[src/rtl/ffe_pkg.sv]
// Shared defaults, FSM encoding and reset coefficient for the FFE MAC engine.
package ffe_pkg;

   localparam int DATA_W_DEF    = 12;
   localparam int TAPS_DEF      = 4;
   localparam int FRAC_W_DEF    = 11;
   // Tap-0 reset value: 0.5 in Q1.11, so the reset filter halves the input.
   localparam int COEF_RST_TAP0 = 1024;

   typedef enum logic [1:0] {
      ST_IDLE = 2'd0,
      ST_MAC  = 2'd1,
      ST_OUT  = 2'd2
   } ffe_state_e;

endpackage

[src/rtl/ffe_round_sat.sv]
// Half-up rounding of one full-width tap product, and clipping of the
// accumulator into the output sample range with a clip flag.
module ffe_round_sat #(
   parameter int DATA_W = 12,
   parameter int FRAC_W = 11,
   parameter int ACC_W  = 15
) (
   input  logic signed [2*DATA_W-1:0] i_prod,
   input  logic signed [ACC_W-1:0]    i_acc,
   output logic signed [ACC_W-1:0]    o_term,
   output logic signed [DATA_W-1:0]   o_data,
   output logic                       o_sat
);

   // Half of one output LSB, added before the arithmetic shift (rounds half up).
   localparam logic signed [2*DATA_W:0] RND_HALF =
      {{(2*DATA_W){1'b0}}, 1'b1} << (FRAC_W - 1);

   logic signed [2*DATA_W:0]      w_sum;
   logic        [ACC_W-DATA_W:0]  w_hi;

   assign w_sum  = {i_prod[2*DATA_W-1], i_prod} + RND_HALF;
   assign o_term = ACC_W'(w_sum >>> FRAC_W);
   assign w_hi   = i_acc[ACC_W-1:DATA_W-1];

   // Clip: the value fits when every bit above the output sign bit matches it.
   always_comb begin
      o_data = i_acc[DATA_W-1:0];
      o_sat  = 1'b0;
      if ((&w_hi) || (~|w_hi)) begin
         o_data = i_acc[DATA_W-1:0];
         o_sat  = 1'b0;
      end else if (i_acc[ACC_W-1]) begin
         o_data = {1'b1, {(DATA_W-1){1'b0}}};
         o_sat  = 1'b1;
      end else begin
         o_data = {1'b0, {(DATA_W-1){1'b1}}};
         o_sat  = 1'b1;
      end
   end

endmodule

[src/rtl/ffe_mac_engine.sv]
// Feed-forward equalizer: one sample in, TAPS serial multiply-accumulate
// cycles, one saturated sample out with ready/valid on both sides.
// Coefficients are written into a shadow bank and take effect at the
// next sample accept.
module ffe_mac_engine
   import ffe_pkg::*;
#(
   parameter int DATA_W = DATA_W_DEF,
   parameter int TAPS   = TAPS_DEF,
   parameter int FRAC_W = FRAC_W_DEF
) (
   input  logic                       ffe_clk,
   input  logic                       rst,
   input  logic                       coef_wr_en,
   input  logic [$clog2(TAPS)-1:0]    coef_wr_addr,
   input  logic signed [DATA_W-1:0]   coef_wr_data,
   input  logic                       in_valid,
   output logic                       in_ready,
   input  logic signed [DATA_W-1:0]   in_data,
   output logic                       out_valid,
   input  logic                       out_ready,
   output logic signed [DATA_W-1:0]   out_data,
   output logic                       out_sat
);

   localparam int AW    = $clog2(TAPS);
   localparam int ACC_W = DATA_W + AW + 1;

   ffe_state_e                r_state;
   logic [AW-1:0]             r_cnt;
   logic signed [ACC_W-1:0]   r_acc;
   logic signed [DATA_W-1:0]  r_x    [TAPS];
   logic signed [DATA_W-1:0]  r_c_sh [TAPS];
   logic signed [DATA_W-1:0]  r_c_act[TAPS];
   logic                      r_in_ready;
   logic                      r_out_valid;
   logic signed [DATA_W-1:0]  r_out_data;
   logic                      r_out_sat;

   logic signed [2*DATA_W-1:0] w_c_ext;
   logic signed [2*DATA_W-1:0] w_x_ext;
   logic signed [2*DATA_W-1:0] w_prod;
   logic signed [ACC_W-1:0]    w_term;
   logic signed [ACC_W-1:0]    w_acc_next;
   logic signed [DATA_W-1:0]   w_sat_data;
   logic                       w_sat;
   logic                       w_accept;

   // Operands sign-extended to product width so the multiply is full precision.
   assign w_c_ext    = {{DATA_W{r_c_act[r_cnt][DATA_W-1]}}, r_c_act[r_cnt]};
   assign w_x_ext    = {{DATA_W{r_x[r_cnt][DATA_W-1]}}, r_x[r_cnt]};
   assign w_prod     = w_c_ext * w_x_ext;
   assign w_acc_next = r_acc + w_term;
   assign w_accept   = in_valid & r_in_ready;

   ffe_round_sat #(
      .DATA_W (DATA_W),
      .FRAC_W (FRAC_W),
      .ACC_W  (ACC_W)
   ) u_round_sat (
      .i_prod (w_prod),
      .i_acc  (w_acc_next),
      .o_term (w_term),
      .o_data (w_sat_data),
      .o_sat  (w_sat)
   );

   // Control FSM, coefficient banks, delay line, accumulator and output registers.
   always_ff @(posedge ffe_clk) begin
      if (rst) begin
         r_state     <= ST_IDLE;
         r_cnt       <= '0;
         r_acc       <= '0;
         r_in_ready  <= 1'b1;
         r_out_valid <= 1'b0;
         r_out_data  <= '0;
         r_out_sat   <= 1'b0;
         for (int k = 0; k < TAPS; k++) begin
            r_x[k]     <= '0;
            r_c_sh[k]  <= (k == 0) ? DATA_W'(COEF_RST_TAP0) : '0;
            r_c_act[k] <= (k == 0) ? DATA_W'(COEF_RST_TAP0) : '0;
         end
      end else begin
         if (coef_wr_en) begin
            r_c_sh[coef_wr_addr] <= coef_wr_data;
         end
         case (r_state)
            ST_IDLE: begin
               if (w_accept) begin
                  r_x[0] <= in_data;
                  for (int k = 1; k < TAPS; k++) begin
                     r_x[k] <= r_x[k-1];
                  end
                  // A write landing on the accept edge must reach the active bank too.
                  for (int k = 0; k < TAPS; k++) begin
                     r_c_act[k] <= (coef_wr_en && (coef_wr_addr == AW'(k))) ?
                                   coef_wr_data : r_c_sh[k];
                  end
                  r_acc      <= '0;
                  r_cnt      <= '0;
                  r_in_ready <= 1'b0;
                  r_state    <= ST_MAC;
               end
            end
            ST_MAC: begin
               r_acc <= w_acc_next;
               if (r_cnt == AW'(TAPS - 1)) begin
                  r_out_valid <= 1'b1;
                  r_out_data  <= w_sat_data;
                  r_out_sat   <= w_sat;
                  r_state     <= ST_OUT;
               end else begin
                  r_cnt <= r_cnt + AW'(1);
               end
            end
            ST_OUT: begin
               if (out_ready) begin
                  r_out_valid <= 1'b0;
                  r_in_ready  <= 1'b1;
                  r_state     <= ST_IDLE;
               end
            end
            default: begin
               r_out_valid <= 1'b0;
               r_in_ready  <= 1'b1;
               r_state     <= ST_IDLE;
            end
         endcase
      end
   end

   assign in_ready  = r_in_ready;
   assign out_valid = r_out_valid;
   assign out_data  = r_out_data;
   assign out_sat   = r_out_sat;

endmodule

[config.mk]
export PLATFORM = sky130hd
export DESIGN_NAME = ffe_mac_engine
export DESIGN_NICKNAME = d
export VERILOG_FILES = /design/src/rtl/ffe_pkg.sv /design/src/rtl/ffe_round_sat.sv /design/src/rtl/ffe_mac_engine.sv
export SDC_FILE = /design/constraint.sdc
export NUM_CORES = 1
export LEC_CHECK = 0
export ABC_AREA = 1
export CAP_MARGIN = 15
export CORE_MARGIN = 2
export CORE_UTILIZATION = 55
export CTS_BUF_LIST = sky130_fd_sc_hd__clkbuf_4
export CTS_CLUSTER_SIZE = 24
export DETAILED_ROUTE_END_ITERATION = 6
export HOLD_SLACK_MARGIN = 0.08
export PLACE_DENSITY_LB_ADDON = 0.1
export SYNTH_ARGS = -nofsm -noshare
export SYNTH_HDL_FRONTEND = slang
export SYNTH_SLANG_ARGS = --single-unit
[constraint.sdc]
create_clock -name ffe_clk -period 7.4 [get_ports ffe_clk]
set_input_delay 0.74 -clock ffe_clk [delete_from_list [all_inputs] [get_ports ffe_clk]]
set_output_delay 0.74 -clock ffe_clk [all_outputs]
set_load 0.005 [all_outputs]
### Word level (Yosys, flattened, before mapping)

Memories as Yosys holds them, arrays and structs flattened. A register that Yosys moved wholly into a read port is not among the register bits.
Index checks and enable logic that the tools add are counted.
W data, S select, Z words.

| storage, ports and cells | value |
|---|---|
| register bits | 34 |
| memory bits (writable) | 144 |
| input port bits | 31 |
| output and inout port bits | 15 |
| logic and storage cells | 99 |
| memories | 3 |

| cells by class | value |
|---|---|
| add/sub/neg operators | 3 |
| multipliers | 1 |
| equal/unequal tests | 10 |
| multiplexer cells | 46 |
| bitwise gates (word level) | 11 |
| reduce and logical (&&, ||, !) cells | 18 |

Memories:

| name | depth | bits a word | rd ports | clocked after memory_dff | wr ports | RTL line | RTL |
|---|---|---|---|---|---|---|---|
| r_c_act | 4 | 12 | 1 | 1 | 4 | ffe_mac_engine.sv:34 | `logic signed [DATA_W-1:0] r_c_act[TAPS];` |
| r_c_sh | 4 | 12 | 4 | 0 | 4 | ffe_mac_engine.sv:33 | `logic signed [DATA_W-1:0] r_c_sh [TAPS];` |
| r_x | 4 | 12 | 4 | 1 | 4 | ffe_mac_engine.sv:32 | `logic signed [DATA_W-1:0] r_x [TAPS];` |

Operator list:

| operator | count |
|---|---|
| $mux W12 | 15 |
| $pmux W15 S2 | 1 |
| $add A24 B12 Y25 const B | 1 |
| $mul A12 B12 Y24 | 1 |
| $mux W2 | 10 |
| $add A15 B14 Y15 | 1 |
| $mux W1 | 15 |
| $mux W15 | 1 |
| $reduce_and A3 Y1 | 4 |
| $reduce_or A12 Y1 | 1 |
| $eq A2 B2 Y1 const B | 4 |
| $ne A2 B2 Y1 const B | 4 |
| $or A1 B1 Y1 | 8 |
| $pmux W1 S3 | 2 |
| $pmux W2 S3 | 1 |
| $eq A2 B1 Y1 const B | 2 |
| $logic_and A1 B1 Y1 | 4 |
| $logic_not A2 Y1 | 2 |
| $pmux W2 S2 | 1 |
| $reduce_and A2 Y1 | 2 |
| $reduce_and A4 Y1 | 1 |
| $reduce_or A4 Y1 | 1 |
| $add A2 B1 Y2 const B | 1 |
| $not A1 Y1 | 2 |
| other kinds (4) | 4 |

### Longest topological paths before layout

| depth | value |
|---|---|
| word-level depth | 7 |
| mapped depth | 44 |
| mapped depth without buffers | 43 |

### By module

A second synthesis with hierarchy kept.

| second synthesis, totals | value |
|---|---|
| cell total of the unflattened synthesis | 1789 |
| area, all modules | 15085.7 um^2 |

By module, submodules not included:

| module | instances | cells each | area each (um^2) |
|---|---|---|---|
| ffe_mac_engine | 1 | 1688 | 14567.7 |
| ffe_round_sat | 1 | 101 | 518.0 |

### Worst setup path after synthesis

Ideal clock, no wire load.

| timing path | value |
|---|---|
| kind | reg-to-reg |
| start | register (tool-made name) |
| end | register r_out_sat (netlist: out_sat) |
| library setup time | 0.108 ns |
| arrival | 6.922 ns |
| path slack | 0.369 ns |
| cell stages (with the launch flop) | 39 |
| period minus slack after synthesis | 7.031 ns |
| cells stage by stage | dfxtp_1 -> buf_2 -> clkinv_1 -> clkbuf_1 -> nand2_1 -> a32oi_1 -> inv_1 -> nor2_1 -> fa_1 -> inv_1 -> fa_1 -> inv_1 -> fa_1 -> fa_1 -> inv_1 -> fa_1 -> inv_1 -> ha_1 -> [... 3 more ...] -> o21ai_0 -> nand3_1 -> nand2_1 -> xor2_1 -> ha_1 -> a21oi_1 -> o21ai_0 -> nand2_1 -> nand3_1 -> xnor2_1 -> nand2_1 -> inv_1 -> nand2_1 -> nand3_4 -> nand2_4 -> inv_2 -> a21o_1 -> inv_1 |

RTL lines:

| item | RTL line | RTL |
|---|---|---|
| end signal: assignment | ffe_mac_engine.sv:110 | `r_out_sat <= w_sat;` |
| end: declaration | ffe_mac_engine.sv:38 | `logic r_out_sat;` |

==> summary.log <==
qor: clock_tree.clkTransAtPathRegs 0.17 ns
qor: clock_tree.cts.sink_count 180
qor: setup_path.worst_setup_path_end_kind flip-flop
qor: global_route.vias_in_the_first_global_route 11.0k
qor: synthesis.ffs_w_async_s_r_synth 0
qor: outcome.violations design-rule violations
qor: cells_and_area.area_growth 19.8%
qor: routing.postRouteWirelength 34500 um
qor: floorplan.num_rows 58
qor: clock_tree.hold_buffers 0
qor: synthesis.syn-cell-area 14000 sq um
qor: synthesis.number_of_enable_type_register_cells_in_the_synthesized_netlist 144
qor: routing.drt_first_iter_violations 805
qor: routing.route.antenna.remaining_nets 0
qor: place.place.gp.congestion 0.930
qor: place.buffer_ports.inserted 45
qor: sta.final-setup-viol-count 0
qor: sta.finalMaxSlewViolations 0
qor: cells_and_area.most-common-layout-cells sky130_fd_sc_hd__nand2_1, sky130_fd_sc_hd__inv_1, sky130_fd_sc_hd__nor2_1, sky130_fd_sc_hd__edfxtp_1, sky130_fd_sc_hd__fa_1
qor: clock_tree.tritoncts built
qor: routing.avgViaCountPerCell 5.21
qor: cells_and_area.nNetsFinal 1995
qor: sta.max_slew.worst_pin.slew 1.12 ns
qor: global_route.antenna_found_initial 1
qor: synthesis.post_synth_num_cell_types 41
qor: setup_path.critPathMaxStageDelay 0.55 ns
qor: routing.post-route-drc-count 2
qor: setup_path.timing.critical_path.required 7.81 ns
qor: synthesis.ys_seq_area_frac 0.360
qor: place.hpwl 25200 um
qor: clock_tree.htree_num_levels 4
qor: sta.hold_viol_final 0
qor: floorplan.dieArea 26800 sq um
qor: synthesis.syn-num-nets 1837
qor: sta.max_freq 142 MHz
qor: outcome.run_status finished, violations left
qor: floorplan.io_pins 46
qor: cells_and_area.final_common_cell sky130_fd_sc_hd__nand2_1
qor: cells_and_area.proportion_of_layout_cells_with_a_drive_suffix_above_1 0.186
qor: run.maxCapViolCount 0
qor: sta.whs 0.482 ns
qor: synthesis.netlist_instances 1601
qor: global_route.maximum_number_of_pins_on_one_net_before_global_route_repair 67
qor: cells_and_area.register_area 5050 sq um
qor: synthesis.synth_flop_cell sky130_fd_sc_hd__edfxtp_1
qor: global_route.global_route.overflow_total 0
qor: synthesis.synth.yosys.warnings 0
qor: setup_path.critical_path.most_common_cell sky130_fd_sc_hd__nand2_1
qor: setup_path.critPathLaunchType flip-flop
qor: sta.ratio_of_final_minimum_period_to_clock_period 0.955
qor: sta.setup_ws 0.334 ns
qor: floorplan.floorplan.core_area 25100 sq um
qor: routing.detail_route.first_pass.iterations 7
qor: clock_tree.ctsLongestPathBuffers 2
qor: clock_tree.worst_skew_pair.late_latency 0.60 ns
qor: floorplan.die-width 164 um
qor: synthesis.synth_seq_cells 180
qor: sta.clock-skew-final 0.0478 ns
qor: place.pre_cts_ws -0.0737 ns
qor: setup_path.crit_arrival 7.47 ns
qor: global_route.globalRouteTotalUtil 0.266
qor: cells_and_area.num-fill-cells 2118
qor: routing.routed_wire_length_per_instance 16.4 um
qor: setup_path.critical_path.slowest_cell sky130_fd_sc_hd__fa_1
qor: cells_and_area.multi_input_area 8050 sq um
qor: floorplan.die-height 164 um
qor: sta.timing.final.crit_period 7.07 ns
qor: global_route.grt_first_pass_wirelength 55000 um
qor: clock_tree.cts-buffers-inserted 17
qor: clock_tree.cts_root_buffer sky130_fd_sc_hd__clkbuf_4
qor: floorplan.start_util 0.558
qor: hold_path.worstHoldPathType reg -> reg
qor: synthesis.syn_avg_cell_area 8.75 sq um
qor: setup_path.critPathKind reg -> reg
qor: sta.slew-limit-headroom 0.252
qor: routing.dr_total_vias 11.0k
qor: setup_path.worstPathMaxFanout 7
## routing by layer
layer  up-vias  routed length [um]  global-route usage  share of wire
li1       5320                   -                   -              -
met1      5298               15100               0.368           0.44
met5         -                   0                   0              0
met4         0                 510              0.0618          0.015
met3        36                1810              0.0376          0.052
met2       312               17000               0.446           0.49
## worst max-delay path, delay by kind of cell, from the launching register on
family | cells | cell delay, ns
adders and majority gates | 7 | 3.03
buffers and inverters | 9 | 1.20
and+or+nand+nor | 13 | 1.06
AOI/OAI and AO/OA | 7 | 1.02
DFF | 1 | 0.46
xor gates and xnor gates | 1 | 0.15
## synth_stat cells (all sizes together), types with 5 or more instances
cell	count	area (sq um)
a21o	5	37.5
a21oi	119	599
a32oi	23	231
buf	10	51.3
clkbuf	43	161
dfxtp	36	721
edfxtp	144	4320
fa	142	2840
ha	63	788
inv	325	1220
nand2	338	1290
nand3	43	293
nand4	9	56.3
nor2	206	793
nor3	5	25.0
o21ai	48	244
xnor2	10	87.6
xor2	13	114
## path summary, 6_finish.rpt
check / from / cells past startpoint / slack, ns / endpoint
worst min-delay path: r_acc[0]$_SDFFE_PP0P_ / 2 / 0.48 / r_acc[0]$_SDFFE_PP0P_
worst min register to register: r_acc[0]$_SDFFE_PP0P_ / 2 / 0.48 / r_acc[0]$_SDFFE_PP0P_
worst max-delay path: flip-flop / 37 / 0.33 / out_data[7]$_SDFFE_PP0P_
worst max register to register: flip-flop / 37 / 0.33 / out_data[7]$_SDFFE_PP0P_
## per-stage QoR
step	instances	util	cell area, sq um	setup TNS, ns
4_1_cts	2080	0.636	16000	0
3_3_place_gp	2048	0.624	15700	0
2_1_floorplan	1601	-	14000	0
5_1_grt	2103	0.668	16800	-0.250
3_5_place_dp	2048	0.624	15700	-0.420
6_report	2103	0.668	16800	0
## what timing repair did
action | in CTS | in global routing
gates cloned | 0 | 4
buffers inserted | 0 | 18
pin swaps | 0 | 43
endpoints found under the setup margin | 10 | 21
hold endpoints to repair | 0 | 0
gates resized for setup | 4 | 137
## state kept, by name, indices dropped and copies added (netlist names), named ones only
register and cells:
in_ready 1, out_data 12, out_sat 1, out_valid 1, r_acc 15, r_c_act 48, r_c_sh 48, r_cnt 2
r_state 2, r_x 48
## logic make-up (layout without fill, tap and decap cells)
family / after synthesis / in the layout / share of synthesized area
compound gates: 208 / 208 / 0.0867
xor+xnor: 23 / 23 / 0.0144
fa+ha+maj: 205 / 205 / 0.259
buf+inv: 382 / 552 / 0.103
flops: 180 / 180 / 0.360
other cells: 0 / 1 / 0
simple gates: 603 / 604 / 0.176
## cell type report
class,instances,area share
inverter,329,0.0747
tap,330,0.0246
sequential,180,0.301
clock inverter,14,0.00917
antenna,1,0.000149
multi-input combinational,1040,0.480
clock buffer,18,0.00805
timing repair buffer,191,0.103
Power is left out: the tool's default activity adds up to more than one toggle a clock period on the data nets, which glitch-free logic cannot reach.
